<file path="config.mk">
export PLATFORM = sky130hd
export DESIGN_NAME = mem_access_ctrl
export DESIGN_NICKNAME = d
export VERILOG_FILES = /design/src/rtl/mem_access_ctrl.sv
export SDC_FILE = /design/constraint.sdc
export NUM_CORES = 1
export LEC_CHECK = 0
export CORE_MARGIN = 2
export CORE_UTILIZATION = 25
export DETAILED_ROUTE_END_ITERATION = 16
export GPL_TIMING_DRIVEN = 0
export SYNTH_ARGS = -nofsm -noshare
export SYNTH_HDL_FRONTEND = slang
export SYNTH_SLANG_ARGS = --single-unit
</file>
<file path="constraint.sdc">
create_clock -name Clk -period 1.7 [get_ports Clk]
set_input_delay 0.34 -clock Clk [delete_from_list [all_inputs] [get_ports Clk]]
set_output_delay 0.34 -clock Clk [all_outputs]
set_load 0.02 [all_outputs]
</file>
<file path="src/rtl/mem_access_ctrl.sv">
// Memory access sequencer: turns one control-FSM request into a fixed-length SRAM strobe window
// and returns a single-cycle ready pulse plus registered read data.
module mem_access_ctrl #(
   parameter int unsigned ADDR_W      = 16,
   parameter int unsigned DATA_W      = 16,
   parameter int unsigned WAIT_CYCLES = 2
) (
   input  logic              Clk,
   input  logic              Reset,
   input  logic              Mem_En,
   input  logic              Rd_Wr,
   input  logic [ADDR_W-1:0] MAR_In,
   input  logic [DATA_W-1:0] MDR_In,
   output logic              Mem_Rdy,
   output logic [DATA_W-1:0] Data_To_CPU,
   output logic              Busy,
   output logic [ADDR_W-1:0] Sram_Addr,
   output logic [DATA_W-1:0] Sram_Wdata,
   input  logic [DATA_W-1:0] Sram_Rdata,
   output logic              Sram_CE,
   output logic              Sram_OE,
   output logic              Sram_WE
);

   typedef enum logic [1:0] {StIdle, StAccess, StDone} state_e;

   state_e     state;
   logic [3:0] wait_cnt;
   logic       is_write;

   // Strobes are set on entry to ACCESS so they are valid for the whole window.
   always_ff @(posedge Clk) begin
      if (Reset) begin
         state       <= StIdle;
         wait_cnt    <= 4'd0;
         is_write    <= 1'b0;
         Mem_Rdy     <= 1'b0;
         Busy        <= 1'b0;
         Sram_CE     <= 1'b0;
         Sram_OE     <= 1'b0;
         Sram_WE     <= 1'b0;
         Data_To_CPU <= '0;
         Sram_Addr   <= '0;
         Sram_Wdata  <= '0;
      end else begin
         case (state)
            StIdle: begin
               if (Mem_En) begin
                  Sram_Addr  <= MAR_In;
                  Sram_Wdata <= MDR_In;
                  is_write   <= Rd_Wr;
                  wait_cnt   <= 4'(WAIT_CYCLES);
                  Busy       <= 1'b1;
                  Sram_CE    <= 1'b1;
                  Sram_OE    <= ~Rd_Wr;
                  Sram_WE    <= Rd_Wr;
                  state      <= StAccess;
               end
            end
            StAccess: begin
               if (wait_cnt != 4'd0) begin
                  wait_cnt <= wait_cnt - 4'd1;
               end else begin
                  if (!is_write) begin
                     Data_To_CPU <= Sram_Rdata;
                  end
                  Sram_CE <= 1'b0;
                  Sram_OE <= 1'b0;
                  Sram_WE <= 1'b0;
                  Mem_Rdy <= 1'b1;
                  state   <= StDone;
               end
            end
            StDone: begin
               // Leave unconditionally; a held Mem_En is only seen again from IDLE.
               Mem_Rdy <= 1'b0;
               Busy    <= 1'b0;
               state   <= StIdle;
            end
            default: begin
               Mem_Rdy <= 1'b0;
               Busy    <= 1'b0;
               Sram_CE <= 1'b0;
               Sram_OE <= 1'b0;
               Sram_WE <= 1'b0;
               state   <= StIdle;
            end
         endcase
      end
   end

endmodule

</file>
# After elaboration in Yosys (flattened, before gate mapping)
# Cells that the tools add are included.
# op_classes
eq_ne	5
n_mux	16
n_reduce_logical	10
bitwise	6
addsub	1
# op_table
cell	count
$pmux 1 s3	3
$reduce_and 3->1	3
$mux 4	2
$pmux 4 s2	1
$reduce_and 2->1	4
$ne 2x2->1 const B	3
$not 1->1	6
$mux 1	5
$mux 2	2
$pmux 1 s2	2
$pmux 2 s2	1
$reduce_bool 4->1	1
$sub 4x1->4 const B	1
$eq 2x1->1 const B	1
$eq 2x2->1 const B	1
$logic_not 2->1	1
$reduce_bool 2->1	1
# word_totals
output_inout_bits	53
elab_cells	49
ff_bits	60
inputBits	52

# Logic depth before layout (Yosys ltp)
# logic_depth
ltp_word	3
ltp_mapped	6
mapped_depth_nobuf	5

# Worst setup path before layout
# Ideal clock, no wire load.
# synth_path
kind	reg-to-reg
from	register wait_cnt[0]
to	register Data_To_CPU[10]
arrival_ns	1.645
t_required_ns	1.628
synth_period_minus_slack_ns	1.717
path_buffers	1
slack_ns	-0.017
setup_time_ns	0.072
stages_incl_launch_ff	7
path_cell_list	dfxtp_1 inv_1 ha_1 or3b_4 nor3_4 buf_12 mux2i_1
# synth_between
elab_chain_cells	3
# synth_rtl
item	line_no	text
start: declaration	28	logic [3:0] wait_cnt;
start signal: assignment	52	wait_cnt <= 4'(WAIT_CYCLES);
start signal: assignment	62	wait_cnt <= wait_cnt - 4'd1;
$reduce_bool 4->1	61	if (wait_cnt != 4'd0) begin
$not 1->1 (no line)	n/a	
$reduce_and 3->1 (no line)	n/a	
end signal: assignment	65	Data_To_CPU <= Sram_Rdata;
end: declaration	15	output logic [DATA_W-1:0] Data_To_CPU,
# Every way passes these cells.
# A chain may end at the register's enable or synchronous reset.

# Final worst setup path
# layout_path
from	register Sram_WE
to	output port Sram_WE
# layout_lines
item	line_no	text
start: declaration	22	output logic Sram_WE
start signal: assignment	56	Sram_WE <= Rd_Wr;
# No word-level cell between the ends.

==> impl_metrics.tcl <==
set metrics [dict create \
    fillers 886 \
    rsz0062_at_grt "false" \
    fmax_ghz 0.608 \
    crit_chain "clkdlybuf4s50_1" \
    cts_root_buffer "clkbuf_8" \
    post-route-min-period_ps 1650 \
    synth_top_cell_area_share_pct 53.4 \
    cts_hold_buf 0 \
    swShare_pct 29.8 \
    p_comb_share_pct 22.0 \
    synth-adder-area-share_pct 1.11 \
    areaGrowthSynthToFinish_pct 62.9 \
    ys_async_sr_fraction_pct 0 \
    syn_area_per_cell_sq_um 8.52 \
    drc_errors 0 \
    worstPathArrival_ps 1310 \
    path_buf_inv 1 \
    ant_nets 0 \
    finalWirelength_um 6100 \
    critPathKind "register to output port" \
    via_count 2136 \
    post-route-period-util_pct 96.8 \
    dpl_cell_area_sq_um 3420 \
    skew_ps 6.30 \
    hp-class "input port to register" \
    start_util_pct 25.8 \
    antenna_cells 0 \
    cap_viol_max_count 0 \
    wl_per_cell_um 12.4 \
    synth_common_cells "nand2_1, dfxtp_1, a21oi_1" \
    place_inst 475 \
    drive_above_1_share_pct 9.84 \
    max_stage_delay_ps 640 \
    path_clk_slew_ps 70 \
    leakagePower_nw 1.36 \
    antenna_found_initial 0 \
    core-area_sq_um 8720 \
    routabilityCongestion 0.778 \
    fp.dieW_um 98.9 \
    grt-ovfl-total 0 \
    avgViaCountPerCell 4.32 \
    num_rows 34 \
    power.density_nw_per_um2 942 \
    synthXorXnorAreaFrac_pct 0 \
    hold_viol 0 \
    power.share.clock_pct 32.8 \
    regArea_sq_um 1200 \
    setup_violations 0 \
    ys_types 29 \
    yosys_register_bits 60 \
    synth_area_sq_um 2250 \
    syn-num-nets 318 \
    tightestPinTransition_ps 495 \
    synth_ff_type "dfxtp_1" \
    multiInputGateArea_sq_um 977 \
    design_area_sq_um 3660 \
    final_nets 435 \
    cts_htree_levels 3 \
    syn_inst 264 \
    p_int_mw 2.43 \
    cts.path.max_buffers 2 \
    switchingPower_mw 1.03 \
    critPathSlowestCell "clkdlybuf4s50_1" \
    groute.usage.overall_pct 12.3 \
    synthTopCellsByArea "dfxtp_1, nand2_1, a21oi_1, mux2i_1, clkbuf_1" \
    critPathLaunchType "register" \
    cts_sinks 60 \
    synth_most_common_cell "nand2_1" \
    yosysSeqAreaShare_pct 53.4 \
    dieArea_sq_um 9770 \
    io_buffer_count 103 \
    worstPathMaxFanout 2 \
    die-height_um 98.9 \
    maxSlewHeadroom_pct 67.0 \
    final_cells 494 \
    cp_top_family "buffers and inverters" \
    initialDrtViolationCount 63 \
    outcome "completed" \
    critPathRequiredTime_ps 1360 \
    grt_pass1_wl_um 9590 \
    synthMuxAreaShare_pct 7.12 \
    grt_pass1_vias 1978 \
    synth_top_family_by_area "simple AND/OR/NAND/NOR gates" \
    seq_power_share_pct 45.3 \
    tritoncts "done" \
    vdd_drop_max_mv 0.602 \
    dp_hpwl_um 4420 \
    boundaryPins 105 \
    cts_buffers 9 \
    worstSetupEndpointType "output port" \
    clk_latency_ps 340 \
    drt_pass1_iterations 4 \
    maxSlewViolCount 0 \
    synthSimpleGateAreaFrac_pct 22.6 \
    grt_max_degree 13 \
    synth_edf_count 0 \
    synth_top_area_cell "dfxtp_1" \
    synth-compound-area-share_pct 11.3 \
    ys_warn_count 0 \
    hold_slack_ps 438 \
]
[per-stage QoR]
stage               setup WS (ps)  total power [mW]  utilization [%]  setup TNS, ps
floorplan                    32.8              1.96                -              0
global placement             -400              2.32             39.2         -14290
detailed placement           -460              2.33             39.2         -15610
CTS                          4.24              3.51             41.5              0
global route                 4.09              3.64             42.0              0
finish                       54.8              3.45             42.0              0
[cell type report]
class / instances / share of cell area [%]
flip-flops and latches: 60 / 32.8
repair buffers: 106 / 29.0
multi-input cells: 182 / 26.7
well taps: 108 / 3.69
clock buffers: 9 / 3.38
plain buffers: 18 / 2.63
clock inverters: 7 / 1.43
inverters: 4 / 0.410
[kinds of logic (layout without fill, tap and decap cells)]
family / after synthesis / in the layout
and+or+nand+nor: 117 / 117
DFF: 60 / 60
AOI/OAI and AO/OA: 47 / 47
buffers and inverters: 22 / 144
muxes: 16 / 16
adders and majority gates: 2 / 2
[layer usage]
metal | GRT usage [%] | up-vias | part of all wire [%]
met3 | 6.10 | 7 | 10
met5 | 0 | - | 0
met4 | 4.11 | 0 | 1.1
li1 | - | 1110 | -
met1 | 15.3 | 939 | 46
met2 | 18.5 | 80 | 43
[cells in the final DEF (no fill, tap or decap), types with 3 or more instances in the layout]
master             n
clkdlybuf4s50_1  101
a21oi_1           37
clkbuf_2           5
clkbuf_1           7
clkbuf_8           9
mux2i_1           16
buf_4              3
dfxtp_1           59
nand3_1            3
o21ai_0            3
nand2_1           99
clkinvlp_4         4
[registers in the layout, summed over array words and instances (netlist names)]
signal       count
Sram_WE          1
Sram_CE          1
Busy             1
Sram_Addr       16
Data_To_CPU     16
Sram_Wdata      16
is_write         1
wait_cnt         4
state            2
Sram_OE          1
Mem_Rdy          1
[path summary, 6_finish.rpt]
| path | start | end | slack, ps | cells past startpoint |
|---|---|---|---|---|
| min | Reset | wait_cnt[3] | 440 | 2 |
| max reg2reg | wait_cnt[1] | Data_To_CPU[14] | 100 | 6 |
| min reg2reg | Sram_Wdata[11] | Sram_Wdata[11] | 460 | 2 |
| max | Sram_WE | Sram_WE | 50 | 1 |
[power groups by stage]
stage | Clock (mW) | Sequential, mW | Combinational, mW
floorplan | 0 | 1.70 | 0.264
global placement | 0 | 1.59 | 0.730
detailed placement | 0 | 1.59 | 0.735
CTS | 1.19 | 1.56 | 0.753
global route | 1.24 | 1.58 | 0.822
finish | 1.13 | 1.56 | 0.760
[what timing repair did]
item / 4_1_cts / 5_1_grt
setup buffers: 2 / 1
pin swaps: 1 / 1
gates cloned: 0 / 0
endpoints found under the hold margin: 0 / 0
resized for setup: 7 / 18
setup endpoints to repair: 28 / 49
No activity file was read; power rests on OpenSTA's default activity.
